File: src/rtl/countdown_timer_ms_if.sv
// Control, preset and display signals shared by the countdown timer and its driver.
interface countdown_timer_ms_if;
    logic       load_i;
    logic       start_stop_i;
    logic [4:0] Hourset;
    logic [5:0] Minset;
    logic [5:0] Secset;
    logic [4:0] hour_o;
    logic [5:0] min_o;
    logic [5:0] sec_o;
    logic [9:0] ms_o;
    logic       expired_o;
    logic       alarm_o;

    modport master (
        output load_i, start_stop_i, Hourset, Minset, Secset,
        input  hour_o, min_o, sec_o, ms_o, expired_o, alarm_o
    );

    modport slave (
        input  load_i, start_stop_i, Hourset, Minset, Secset,
        output hour_o, min_o, sec_o, ms_o, expired_o, alarm_o
    );
endinterface

File: src/rtl/countdown_timer_ms.sv
// Hour/minute/second/millisecond countdown timer with expiry flag and one-cycle alarm.
module countdown_timer_ms #(
    parameter int unsigned TICK_DIV = 100000
) (
    input  logic                       clk_i,
    input  logic                       reset_i,
    countdown_timer_ms_if.slave        bus
);

    localparam int unsigned PW = (TICK_DIV > 1) ? $clog2(TICK_DIV) : 1;
    localparam logic [PW-1:0] PreMax = PW'(TICK_DIV - 1);

    typedef enum logic [1:0] {StIdle, StRun, StExpired} state_e;

    state_e        state_q;
    logic [PW-1:0] pre_q;
    logic [4:0]    hour_q;
    logic [5:0]    min_q;
    logic [5:0]    sec_q;
    logic [9:0]    ms_q;
    logic          expired_q;
    logic          alarm_q;

    logic [4:0]    hour_set;
    logic [5:0]    min_set;
    logic [5:0]    sec_set;
    logic [4:0]    dec_hour;
    logic [5:0]    dec_min;
    logic [5:0]    dec_sec;
    logic [9:0]    dec_ms;
    logic          tick;
    logic          count_zero;
    logic          dec_zero;

    always_comb begin
        hour_set = (bus.Hourset > 5'd23) ? 5'd23 : bus.Hourset;
        min_set  = (bus.Minset  > 6'd59) ? 6'd59 : bus.Minset;
        sec_set  = (bus.Secset  > 6'd59) ? 6'd59 : bus.Secset;
    end

    // Borrow chain; only ever applied to a non-zero count, so hour never underflows.
    always_comb begin
        dec_hour = hour_q;
        dec_min  = min_q;
        dec_sec  = sec_q;
        dec_ms   = ms_q;
        if (ms_q != 10'd0) begin
            dec_ms = ms_q - 10'd1;
        end else begin
            dec_ms = 10'd999;
            if (sec_q != 6'd0) begin
                dec_sec = sec_q - 6'd1;
            end else begin
                dec_sec = 6'd59;
                if (min_q != 6'd0) begin
                    dec_min = min_q - 6'd1;
                end else begin
                    dec_min  = 6'd59;
                    dec_hour = hour_q - 5'd1;
                end
            end
        end
    end

    assign tick       = (state_q == StRun) && (pre_q == PreMax);
    assign count_zero = ~|{hour_q, min_q, sec_q, ms_q};
    assign dec_zero   = ~|{dec_hour, dec_min, dec_sec, dec_ms};

    always_ff @(posedge clk_i or posedge reset_i) begin
        if (reset_i) begin
            state_q   <= StIdle;
            pre_q     <= '0;
            hour_q    <= '0;
            min_q     <= '0;
            sec_q     <= '0;
            ms_q      <= '0;
            expired_q <= 1'b0;
            alarm_q   <= 1'b0;
        end else if (bus.load_i) begin
            state_q   <= StIdle;
            pre_q     <= '0;
            hour_q    <= hour_set;
            min_q     <= min_set;
            sec_q     <= sec_set;
            ms_q      <= 10'd0;
            expired_q <= 1'b0;
            alarm_q   <= 1'b0;
        end else begin
            alarm_q <= 1'b0;
            unique case (state_q)
                StIdle: begin
                    pre_q <= '0;
                    if (bus.start_stop_i && !count_zero) begin
                        state_q <= StRun;
                    end
                end
                StRun: begin
                    if (tick) begin
                        hour_q <= dec_hour;
                        min_q  <= dec_min;
                        sec_q  <= dec_sec;
                        ms_q   <= dec_ms;
                        pre_q  <= '0;
                    end else if (bus.start_stop_i) begin
                        pre_q <= pre_q + PW'(1);
                    end else begin
                        pre_q <= '0;
                    end
                    // Reaching zero takes precedence over a simultaneous pause.
                    if (tick && dec_zero) begin
                        state_q   <= StExpired;
                        expired_q <= 1'b1;
                        alarm_q   <= 1'b1;
                    end else if (!bus.start_stop_i) begin
                        state_q <= StIdle;
                    end
                end
                StExpired: begin
                    pre_q <= '0;
                end
                default: begin
                    state_q <= StIdle;
                    pre_q   <= '0;
                end
            endcase
        end
    end

    assign bus.hour_o    = hour_q;
    assign bus.min_o     = min_q;
    assign bus.sec_o     = sec_q;
    assign bus.ms_o      = ms_q;
    assign bus.expired_o = expired_q;
    assign bus.alarm_o   = alarm_q;

endmodule

File: src/flat_wrapper.sv
// flat-port wrapper written by rule: the top's interface ports become plain ports
module countdown_timer_ms_flat 
#(
    parameter int unsigned TICK_DIV = 100000
)
  (clk_i, reset_i, bus_load_i, bus_start_stop_i, bus_Hourset, bus_Minset, bus_Secset, bus_hour_o, bus_min_o, bus_sec_o, bus_ms_o, bus_expired_o, bus_alarm_o);
  countdown_timer_ms_if bus_i ();
  input  logic clk_i;
  input  logic reset_i;
  input wire logic [$bits(bus_i.load_i)-1:0] bus_load_i;
  input wire logic [$bits(bus_i.start_stop_i)-1:0] bus_start_stop_i;
  input wire logic [$bits(bus_i.Hourset)-1:0] bus_Hourset;
  input wire logic [$bits(bus_i.Minset)-1:0] bus_Minset;
  input wire logic [$bits(bus_i.Secset)-1:0] bus_Secset;
  output wire logic [$bits(bus_i.hour_o)-1:0] bus_hour_o;
  output wire logic [$bits(bus_i.min_o)-1:0] bus_min_o;
  output wire logic [$bits(bus_i.sec_o)-1:0] bus_sec_o;
  output wire logic [$bits(bus_i.ms_o)-1:0] bus_ms_o;
  output wire logic [$bits(bus_i.expired_o)-1:0] bus_expired_o;
  output wire logic [$bits(bus_i.alarm_o)-1:0] bus_alarm_o;
  assign bus_i.load_i = bus_load_i;
  assign bus_i.start_stop_i = bus_start_stop_i;
  assign bus_i.Hourset = bus_Hourset;
  assign bus_i.Minset = bus_Minset;
  assign bus_i.Secset = bus_Secset;
  assign bus_hour_o = bus_i.hour_o;
  assign bus_min_o = bus_i.min_o;
  assign bus_sec_o = bus_i.sec_o;
  assign bus_ms_o = bus_i.ms_o;
  assign bus_expired_o = bus_i.expired_o;
  assign bus_alarm_o = bus_i.alarm_o;
  countdown_timer_ms #(.TICK_DIV(TICK_DIV)) u_core (.clk_i(clk_i), .reset_i(reset_i), .bus(bus_i));
endmodule
File: config.mk
export PLATFORM = sky130hd
export DESIGN_NAME = countdown_timer_ms_flat
export DESIGN_NICKNAME = d
export VERILOG_FILES = /design/src/rtl/countdown_timer_ms_if.sv /design/src/rtl/countdown_timer_ms.sv /design/src/flat_wrapper.sv
export SDC_FILE = /design/constraint.sdc
export NUM_CORES = 1
export LEC_CHECK = 0
export ABC_AREA = 0
export BUFFER_PORTS_ARGS = -buffer_cell sky130_fd_sc_hd__buf_2
export CORE_MARGIN = 5
export CORE_UTILIZATION = 50
export CTS_BUF_LIST = sky130_fd_sc_hd__clkbuf_16
export CTS_CLUSTER_SIZE = 30
export DETAILED_ROUTE_END_ITERATION = 8
export PLACE_DENSITY = 0.73
export SLEW_MARGIN = 40
export SYNTH_ARGS = -nofsm -noshare
export SYNTH_HDL_FRONTEND = slang
export SYNTH_SLANG_ARGS = --single-unit
File: constraint.sdc
create_clock -name clk_i -period 7.05 [get_ports clk_i]
set_clock_uncertainty 0.15 [all_clocks]
set_input_delay 1.0575 -clock clk_i [delete_from_list [all_inputs] [get_ports clk_i]]
set_output_delay 1.0575 -clock clk_i [all_outputs]
set_load 0.01 [all_outputs]
==> impl_metrics.env <==
export IMPL_status="complete, no violations"
export IMPL_die_area_mm2=0.00760
export IMPL_synth_seq_cells=48
export IMPL_routedWlPerCell_um=14.9
export IMPL_leakage_nw=1.50
export IMPL_viasPerCell=5.65
export IMPL_holdPathStages=1
export IMPL_final_hold_viol_count=0
export IMPL_dpl_cell_count=465
export IMPL_grt_pass1_wl_mm=11.8
export IMPL_setup_viol=0
export IMPL_ioPinCount=50
export IMPL_synth_area_mm2=0.00298
export IMPL_wl_met2_mm=3.20
export IMPL_synth_fp_nets=383
export IMPL_syn_mean_instance_area_um2=8.38
export IMPL_power_switching_uw=168
export IMPL_hold_path_class="reg2reg"
export IMPL_drtIter0Drc=182
export IMPL_min_period_ps=3190
export IMPL_globalRouteOverflowTotal=0
export IMPL_r2r_start="u_core.bus.ms_o[0]"
export IMPL_met1_length_mm=3.30
export IMPL_grt_max_degree=49
export IMPL_cp_required_ps=7080
export IMPL_wl_met3_um=449
export IMPL_drive_gt1_share_pct=16.3
export IMPL_rsz0062_at_grt="false"
export IMPL_vdd_drop_max_mv=0.142
export IMPL_clock_fmax_mhz=313
export IMPL_synth_cell_types=48
export IMPL_postCtsHoldBufs=0
export IMPL_h_tree_depth=2
export IMPL_synth_top_cell_area_share_pct=40.4
export IMPL_grt_pass1_vias=2446
export IMPL_syn_inst=355
export IMPL_clockPowerShare_pct=42.5
export IMPL_layout_nets=425
export IMPL_min_period_over_period_pct=45.3
export IMPL_clock_sinks=48
export IMPL_slew_headroom_pct=51.3
export IMPL_path_max_fanout=11
export IMPL_r2r_end="u_core.state_q[0]"
export IMPL_drc_errors=0
export IMPL_cts_made_buffers=5
export IMPL_crit_path_end_kind="flip-flop"
export IMPL_top_layer_used="met4"
export IMPL_area_growth_pct=14.7
export IMPL_synth_edff_count=0
export IMPL_row_count=28
export IMPL_setup_ws_ps=3860
export IMPL_synth_area_leaders="dfrtp_1 (40%), nor2_1 (8.3%), nand2_1 (4.7%), xor2_1 (4.4%), o21ai_0 (3.9%)"
export IMPL_gp_congestion=0.885
export IMPL_power_frac_seq_pct=46.4
export IMPL_core_region_area_mm2=0.00585
export IMPL_fin_setup_tns_ps=0
export IMPL_start_util_pct=50.9
export IMPL_first_pass_iters=5
export IMPL_cts_root_buffer="clkbuf_16"
export IMPL_post_cts_resized=0
export IMPL_synth_seq_area_share_pct=40.4
export IMPL_io_buffers=49
export IMPL_num_vias=2672
export IMPL_grt_total_usage_pct=19.4
export IMPL_start_kind="flip-flop"
export IMPL_postCtsSetupBuffers=0
export IMPL_synthFlopType="dfrtp_1"
export IMPL_finalWirelength_mm=7.03
export IMPL_clk_latency_ps=290
export IMPL_final_max_slew_viol_count=0
export IMPL_antenna_found_initial=0
export IMPL_cts_tree="yes"
export IMPL_ant_nets=0
export IMPL_worstRegToRegCells=8
export IMPL_synth_most_common_cell="nor2_1"
export IMPL_antenna_cells=0
export IMPL_clk_pin_slew_worst_paths_ps=70
export IMPL_critical_path_class="reg2reg"
export IMPL_holdPathEnd="u_core.pre_q[0]"
export IMPL_internal_power_uw=480
export IMPL_die_x_um=87.2
export IMPL_finalPower_uw=648
export IMPL_dp_hpwl_mm=4.97
export IMPL_dieHeight_um=87.2
export IMPL_tightest_slew_ps=724
export IMPL_instances_no_fill=473
export IMPL_switching_share_pct=25.9
export IMPL_post_synth_top_area_cell="dfrtp_1"
export IMPL_clockBufferDepth=2
export IMPL_worstHoldStart="u_core.pre_q[0]"
export IMPL_arrival_ps=3220
export IMPL_synth_top_cells_by_count="nor2_1 (66), dfrtp_1 (48), nand2_1 (37)"
export IMPL_p_comb_share_pct=11.1
export IMPL_dp_slack_ps=3970
export IMPL_yosys_warnings=0
export IMPL_synthArstFlopShare_pct=100
export IMPL_drv_cap=0
export IMPL_r2r_setup_slack_ps=3860
export IMPL_powerDensity_mw_per_mm2=190
==> sequential cells by signal, indices dropped and copies added, names as in the netlist <==
name	cells
u_core.bus.expired_o	1
u_core.state_q	2
u_core.bus.sec_o	6
u_core.pre_q	17
u_core.bus.hour_o	5
u_core.bus.ms_o	10
u_core.bus.min_o	6
u_core.bus.alarm_o	1
==> power by group through the flow <==
stage,Combinational (mW),Clock [mW],Sequential [mW]
final,0.0716,0.275,0.301
after global routing,0.0823,0.292,0.303
after CTS,0.0724,0.279,0.300
after detailed placement,0.0720,0,0.306
after global placement,0.0706,0,0.305
after floorplan,0.0428,0,0.305
==> worst max-delay path, stage by stage, from the launching register on <==
cell,delay (ps)
dfrtp_1,460
inv_1,90
ha_1,330
nor4b_1,390
nand4_1,440
o31ai_1,380
nand3_1,110
or4_4,590
o311a_1,140
==> stage by stage <==
stage	hold WS [ps]	util (%)	instance area (um^2)
CTS	334	58.3	3410
global placement	291	55.4	3240
detailed placement	320	55.5	3250
global route	341	58.3	3410
finish	330	58.3	3410
floorplan	274	-	2980
==> how the worst max path moves through the flow <==
stage          cells after the start  slack, ps          startpoint              endpoint
5_1_grt                            8       3570  u_core.bus.ms_o[1]  u_core.bus.expired_o
2_1_floorplan                      8       4190  u_core.bus.ms_o[6]     u_core.state_q[0]
3_3_place_gp                       8       4080  u_core.bus.ms_o[0]     u_core.state_q[0]
6_report                           8       3860  u_core.bus.ms_o[0]     u_core.state_q[0]
4_1_cts                            8       3900  u_core.bus.ms_o[0]     u_core.state_q[0]
3_5_place_dp                       8       3970  u_core.bus.ms_o[0]     u_core.state_q[0]
==> placed cells by master (no fill, tap or decap), types with 3 or more instances in the layout <==
cell type,synthesis,layout
xnor2_1,9,9
nor3_1,11,11
nor2_1,66,66
nand4_1,10,10
ha_1,7,7
clkbuf_16,0,5
dfrtp_1,48,48
a311oi_1,3,3
o21ai_0,23,23
buf_2,3,49
and3_1,6,6
nand3b_1,3,3
nand3_1,21,21
nor4_1,4,4
nor4b_1,4,4
o22a_1,3,3
nand2_1,37,37
o22ai_1,4,4
a21oi_1,18,18
inv_1,14,13
xor2_1,15,15
==> area by class of cell <==
| cell class | instances | area (um^2) |
|---|---|---|
| tap | 75 | 93.8 |
| sequential | 48 | 1200 |
| timing repair buffer | 49 | 245 |
| clock buffer | 5 | 125 |
| multi-input combinational | 279 | 1650 |
| fill | 524 | 2440 |
| inverter | 14 | 55.1 |
| clock inverter | 3 | 42.5 |
==> logic make-up (layout without fill, tap and decap cells) <==
kind of cell,Yosys count,in the layout,synth area share (%)
AOI/OAI and AO/OA,62,62,12.8
xor gates and xnor gates,24,24,7.06
adders and majority gates,7,7,2.94
buffers and inverters,28,71,4.20
DFF,48,48,40.4
muxes,2,2,0.673
and+or+nand+nor,184,184,31.9
==> layer usage <==
layer  vias up  GRT usage (%)
li1       1329              -
met2        75           30.2
met3        13           4.92
met5         -              0
met1      1255           27.0
met4         0           5.02
Power figures use the tool's default switching activity.
